$ cat src/rtl/pc_pkg.sv
// Shared types and defaults for the program-counter unit (pc_ctrl, pc_ras).
// The optional return-address stack is built only when PC_RAS_EN is defined.
package pc_pkg;

  typedef enum logic [2:0] {
    NPC_EXC,
    NPC_HOLD,
    NPC_RET,
    NPC_JMP,
    NPC_BR,
    NPC_SEQ
  } npc_sel_t;

  localparam logic [31:0] DEF_RESET_VEC = 32'h0000_0000;
  localparam logic [31:0] DEF_EXC_VEC   = 32'h0000_0080;
  localparam int unsigned DEF_RAS_DEPTH = 4;

  // Pointer width for a RAS of the given depth; never narrower than one bit.
  function automatic int unsigned ras_ptr_w(input int unsigned depth);
    return (depth < 2) ? 1 : $clog2(depth);
  endfunction

endpackage

$ cat src/rtl/pc_ras.sv
// Circular return-address stack: push overwrites the oldest entry when full,
// pop on empty leaves state untouched; ovf/unf are registered one-cycle pulses.
module pc_ras
  import pc_pkg::*;
#(
  parameter int unsigned DEPTH = DEF_RAS_DEPTH,
  parameter int unsigned W     = 32
) (
  input  logic         clk,
  input  logic         reset,
  input  logic         push,
  input  logic         pop,
  input  logic [W-1:0] din,
  output logic [W-1:0] top,
  output logic         empty,
  output logic         full,
  output logic         ovf,
  output logic         unf
);

  localparam int unsigned PTR_W = ras_ptr_w(DEPTH);

  logic [W-1:0]     mem [DEPTH];
  logic [PTR_W-1:0] wptr;
  logic [PTR_W-1:0] tptr;
  logic [PTR_W:0]   count;

  // Pointer wrap relies on DEPTH being a power of two.
  assign tptr  = wptr - PTR_W'(1);
  assign top   = mem[tptr];
  assign empty = (count == '0);
  assign full  = (count == (PTR_W+1)'(DEPTH));

  always_ff @(posedge clk or negedge reset) begin
    if (!reset) begin
      wptr  <= '0;
      count <= '0;
      ovf   <= 1'b0;
      unf   <= 1'b0;
    end else begin
      ovf <= push && full;
      unf <= pop && empty;
      if (push) begin
        wptr <= wptr + PTR_W'(1);
        if (!full) count <= count + (PTR_W+1)'(1);
      end else if (pop && !empty) begin
        wptr  <= tptr;
        count <= count - (PTR_W+1)'(1);
      end
    end
  end

  always_ff @(posedge clk) begin
    if (push) mem[wptr] <= din;
  end

endmodule

$ cat src/rtl/pc_ctrl.sv
// Program-counter unit: registered fetch address with prioritised next-PC select.
// Define PC_RAS_EN to build the return-address stack used by ret/jal.
module pc_ctrl
  import pc_pkg::*;
#(
  parameter int unsigned ADDR_W    = 32,
  parameter logic [31:0] RESET_VEC = DEF_RESET_VEC,
  parameter logic [31:0] EXC_VEC   = DEF_EXC_VEC,
  parameter int unsigned RAS_DEPTH = DEF_RAS_DEPTH
) (
  input  logic              clk,
  input  logic              reset,
  input  logic              stall,
  input  logic              exc,
  input  logic              jump,
  input  logic              jal,
  input  logic              ret,
  input  logic              pcsrc,
  input  logic [25:0]       instr,
  input  logic [ADDR_W-1:0] rs_data,
  output logic [ADDR_W-1:0] pc,
  output logic [ADDR_W-1:0] pc_plus4,
  output logic [ADDR_W-1:0] epc,
  output logic              ras_ovf,
  output logic              ras_unf
);

  npc_sel_t          sel;
  logic [ADDR_W-1:0] npc;
  logic [ADDR_W-1:0] jmp_target;
  logic [ADDR_W-1:0] br_target;
  logic [ADDR_W-1:0] ret_target;

  assign pc_plus4  = pc + ADDR_W'(4);
  assign br_target = pc_plus4 + {{(ADDR_W-18){instr[15]}}, instr[15:0], 2'b00};

  if (ADDR_W > 28) begin : g_jt
    assign jmp_target = {pc_plus4[ADDR_W-1:28], instr, 2'b00};
  end else begin : g_jt28
    assign jmp_target = {instr, 2'b00};
  end

`ifdef PC_RAS_EN
  logic              ras_empty;
  logic              ras_full;
  logic [ADDR_W-1:0] ras_top;

  pc_ras #(
    .DEPTH (RAS_DEPTH),
    .W     (ADDR_W)
  ) u_ras (
    .clk   (clk),
    .reset (reset),
    .push  (sel == NPC_JMP && jal),
    .pop   (sel == NPC_RET),
    .din   (pc_plus4),
    .top   (ras_top),
    .empty (ras_empty),
    .full  (ras_full),
    .ovf   (ras_ovf),
    .unf   (ras_unf)
  );

  assign ret_target = ras_empty ? rs_data : ras_top;
`else
  assign ret_target = rs_data;
  assign ras_ovf    = 1'b0;
  assign ras_unf    = 1'b0;
`endif

  always_comb begin
    sel = NPC_SEQ;
    npc = pc_plus4;
    if      (exc)          sel = NPC_EXC;
    else if (stall)        sel = NPC_HOLD;
    else if (ret)          sel = NPC_RET;
    else if (jump || jal)  sel = NPC_JMP;
    else if (pcsrc)        sel = NPC_BR;
    case (sel)
      NPC_EXC:  npc = ADDR_W'(EXC_VEC);
      NPC_HOLD: npc = pc;
      NPC_RET:  npc = ret_target;
      NPC_JMP:  npc = jmp_target;
      NPC_BR:   npc = br_target;
      default:  npc = pc_plus4;
    endcase
  end

  always_ff @(posedge clk or negedge reset) begin
    if (!reset) begin
      pc  <= ADDR_W'(RESET_VEC);
      epc <= '0;
    end else begin
      pc <= npc;
      if (sel == NPC_EXC) epc <= pc;
    end
  end

endmodule

$ cat config.mk
export PLATFORM = sky130hd
export DESIGN_NAME = pc_ctrl
export DESIGN_NICKNAME = d
export VERILOG_FILES = /design/src/rtl/pc_pkg.sv /design/src/rtl/pc_ras.sv /design/src/rtl/pc_ctrl.sv
export SDC_FILE = /design/constraint.sdc
export NUM_CORES = 1
export LEC_CHECK = 0
export BUFFER_PORTS_ARGS = -buffer_cell sky130_fd_sc_hd__buf_2
export CAP_MARGIN = 20
export CORE_ASPECT_RATIO = 1.5
export CORE_MARGIN = 2
export CORE_UTILIZATION = 35
export CTS_BUF_LIST = sky130_fd_sc_hd__clkbuf_4 sky130_fd_sc_hd__clkbuf_8
export CTS_CLUSTER_SIZE = 40
export DETAILED_ROUTE_END_ITERATION = 7
export PLACE_DENSITY = 0.67
export SKIP_LAST_GASP = 1
export SYNTH_ARGS = -nofsm -noshare
export SYNTH_HDL_FRONTEND = slang
export SYNTH_SLANG_ARGS = --single-unit
$ cat constraint.sdc
create_clock -name clk -period 4.5 [get_ports clk]
set_input_delay 1.35 -clock clk [delete_from_list [all_inputs] [get_ports clk]]
set_output_delay 1.35 -clock clk [all_outputs]
set_load 0.005 [all_outputs]
==> implementation parameters <==
Parameter                              Value

Yosys
  Netlist area before placement    5260 um2
  Number of synthesized flops with an enable pin    0
  Synth warnings    0
  Gate count after technology mapping    581
  Sequential cell area fraction in the yosys report    0.304
  Cell variety after synth    71
  Synth async-reset ratio    1.00
  Synth Register Bits    64
  Mean instance size in the synthesized netlist    9.05 um2
  Post-synth top flop    dfrtp_1

Critical path
  Count of buffering cells on the critical path with inverters included    2
  Top delay family on crit path    simple AND/OR/NAND/NOR gates
  Slowest-stage cell, CP    dfrtp_1
  Crit path launch    pc[2]
  Launch instance of the worst register-to-register path    pc[2]
  Critical path type    reg -> out
  Crit path required time    3150 ps
  CP Capture Type    primary output
  CP max FO    7
  Maximum cell stage delay along the critical path    approximately 490 ps
  Sort of element at the start of the critical path    register
  Worst endpoint data arrival time    2800 ps
  Critical-path cell list    ha_1 > nand4_1 > nor4_2 > buf_4 > and2_1 > nand2_1 > nor2_1 > xor2_1 > buf_2

Route
  Drt first pass iters    8
  Via count normalized by instance count    between 5 and 6
  Post-DRT Antenna Nets    0
  Initial DRC count    388
  DRC violation count after routing    0
  Total Wirelength    17,800 um
  Total number of vias    5,225
  Per-cell routed wire length    19.0 um

Job
  Number of max-cap violations    0

Floorplanning
  Chip width    104 um
  Die span in y    roughly 150 um
  Initial cell density of the core    0.360
  Count of boundary I/O pins    164
  Core Footprint    14,600 um2
  Total Die Area    16,000 um2
  Floorplan row count    54

STA
  Slew at the pin with the worst max-slew slack    904 ps
  Peak Freq    around 240 MHz
  Final setup violating endpoints    0
  Number of endpoints with negative hold slack in the final report    0
  Time the final worst path needs with I/O delays and setup    4150 ps
  Max_slew headroom    0.397
  Final total negative setup slack    0 ps
  Final clock period utilization by the worst path    0.923
  Unrepaired setup endpoints after global routing    false
  Setup Skew    13.7 ps
  Final Slew Violations    0

Power and ir drop
  Net switching power    0.748 mW
  Proportion of total power due to net switching    0.358
  Flop pwr share    0.356
  Max VDD drop    between 100 and 150 uV
  Cell-internal power    between 1 and 1.5 mW
  Logic pwr share    0.359
  Leakage power    roughly 3.2 nW
  P per Cell Area    about 320 nW/um2
  Fraction of power consumed by the clock network    0.285
  Total power consumption of the routed design    about 2.1 mW

Layout
  Layout Nets    836
  Share of post-route cells with drive strength above 1    0.332
  Register area    1600 um2
  Total of fill cells in the finished design    1,526
  Area growth from synthesis to layout    23.5%
  Area taken by multi-input logic gates    around 3400 um2

Placed design
  Total of buffers placed on input and output ports    161
  Post-detailed-placement half-perimeter wirelength    13,400 um
  Global placer's final weighted congestion    0.937

Clock tree
  Number of buffers inserted during clock tree synthesis    9
  Clock tree from TritonCTS    yes
  Clock root buffer    clkbuf_8
  Clock network latency to the later pin of the worst-skew pair    360 ps
  Total clock sinks    64
  H-tree levels    3
  Count of hold-fix buffers inserted at cts    0
  Deepest clock path buffer count    2
  CTS clk-pin slew, worst paths    around 70 ps

Outcome
  Run status    finished clean

GRT
  Largest net degree at the start of global routing    65
  Antenna violations before repair    1
  Wire length of the first global-routing pass    28,100 um
  Leftover overflow at the end of global routing    0
  Combined global-route utilization of all metal layers    0.221
  Via count of the first global-routing pass    about 5,300

Worst hold path
  Startpoint of the most critical hold path    epc[4]
  Worst min-delay path class    reg -> reg
[metrics by stage]
step	util	instance area, um2	setup WS [ps]	instances	hold slack [ps]
finish	0.445	6490	349	935	502
global route	0.445	6490	41.4	935	521
CTS	0.444	6490	348	934	507
detailed placement	0.429	6260	387	918	490
global placement	0.429	6260	508	918	484
floorplan	-	5260	889	582	505
[state kept, by name, summed over array words and instances (netlist names)]
signal,flops
pc,32
epc,32
[cells by family (layout without fill, tap and decap cells)]
| logic type | after synthesis | after routing | synth area share |
|---|---|---|---|
| AO/OA/AOI/OAI | 179 | 179 | 0.234 |
| AND/OR/NAND/NOR | 163 | 163 | 0.162 |
| flip-flops | 64 | 64 | 0.304 |
| XOR/XNOR | 53 | 53 | 0.0932 |
| buffers and inverters | 50 | 206 | 0.0438 |
| adder cells (fa/ha/maj) | 37 | 37 | 0.0894 |
| multiplexers | 34 | 34 | 0.0723 |
| other | 1 | 3 | 0.000713 |
[synth_stat cells, types with 6 or more instances]
| master | count | area, um2 |
|---|---|---|
| a221o_1 | 6 | 60.1 |
| nor3_1 | 10 | 50.1 |
| nand3_1 | 13 | 65.1 |
| a222oi_1 | 16 | 160 |
| xor2_1 | 23 | 201 |
| nand4_1 | 9 | 56.3 |
| and3_1 | 8 | 50.1 |
| inv_1 | 14 | 52.6 |
| nand2_1 | 50 | 188 |
| mux2_2 | 32 | 360 |
| ha_1 | 36 | 450 |
| o211ai_1 | 8 | 60.1 |
| buf_4 | 6 | 45.0 |
| nor2_1 | 38 | 143 |
| dfrtp_1 | 64 | 1600 |
| o21ai_1 | 11 | 55.1 |
| clkbuf_1 | 17 | 63.8 |
| o21ai_0 | 22 | 110 |
| buf_2 | 10 | 50.1 |
| xnor2_1 | 28 | 245 |
| a31oi_1 | 6 | 37.5 |
| a21o_1 | 13 | 97.6 |
| a21oi_1 | 52 | 260 |
[area by class of cell]
class	count	share of cell area
clock buffer	13	0.0247
antenna	1	0.000385
tap	196	0.0378
timing repair buffer	176	0.142
inverter	14	0.00809
clock inverter	3	0.0100
sequential	64	0.247
multi-input combinational	468	0.531
[cells in the final DEF, fill, tap and decap left out, drive strengths merged, types with 9 or more instances in the layout]
cell type,n
o21ai,33
buf,176
nor2,38
a21oi,52
nand2,50
a222oi,16
xnor2,28
and3,9
ha,36
a21o,13
dfrtp,64
nand4,10
xor2,25
inv,14
clkbuf,13
nor3,12
nand3,16
mux2,32
[layer usage]
metal | vias to the layer above | GRT usage | share of wire
met3 | 47 | 0.0297 | 0.056
met5 | - | 0 | 0
met2 | 224 | 0.391 | 0.51
met1 | 2491 | 0.256 | 0.39
li1 | 2463 | - | -
met4 | 0 | 0.120 | 0.040
[repair_timing]
action,in CTS,in global routing
resized for setup,0,1
setup buffers,0,0
setup endpoints to repair,0,3
[power groups by stage]
stage,clock [mW],sequential (mW),combinational [mW]
global placement,0,0.754,0.737
detailed placement,0,0.755,0.743
CTS,0.605,0.744,0.749
global route,0.633,0.758,0.826
floorplan,0,0.727,0.489
finish,0.596,0.744,0.750
[final timing paths]
check / slack, ps / depth (start not counted) / to
max: 350 / 9 / pc_plus4[28]
min: 500 / 1 / epc[4]
max reg2reg: 360 / 15 / pc[31]
min reg2reg: 500 / 1 / epc[4]
max in group asynchronous: 2790 / 1 / pc[24]
min in group asynchronous: 1090 / 1 / pc[15]
Note: power is estimated with default switching activity, not from simulation.
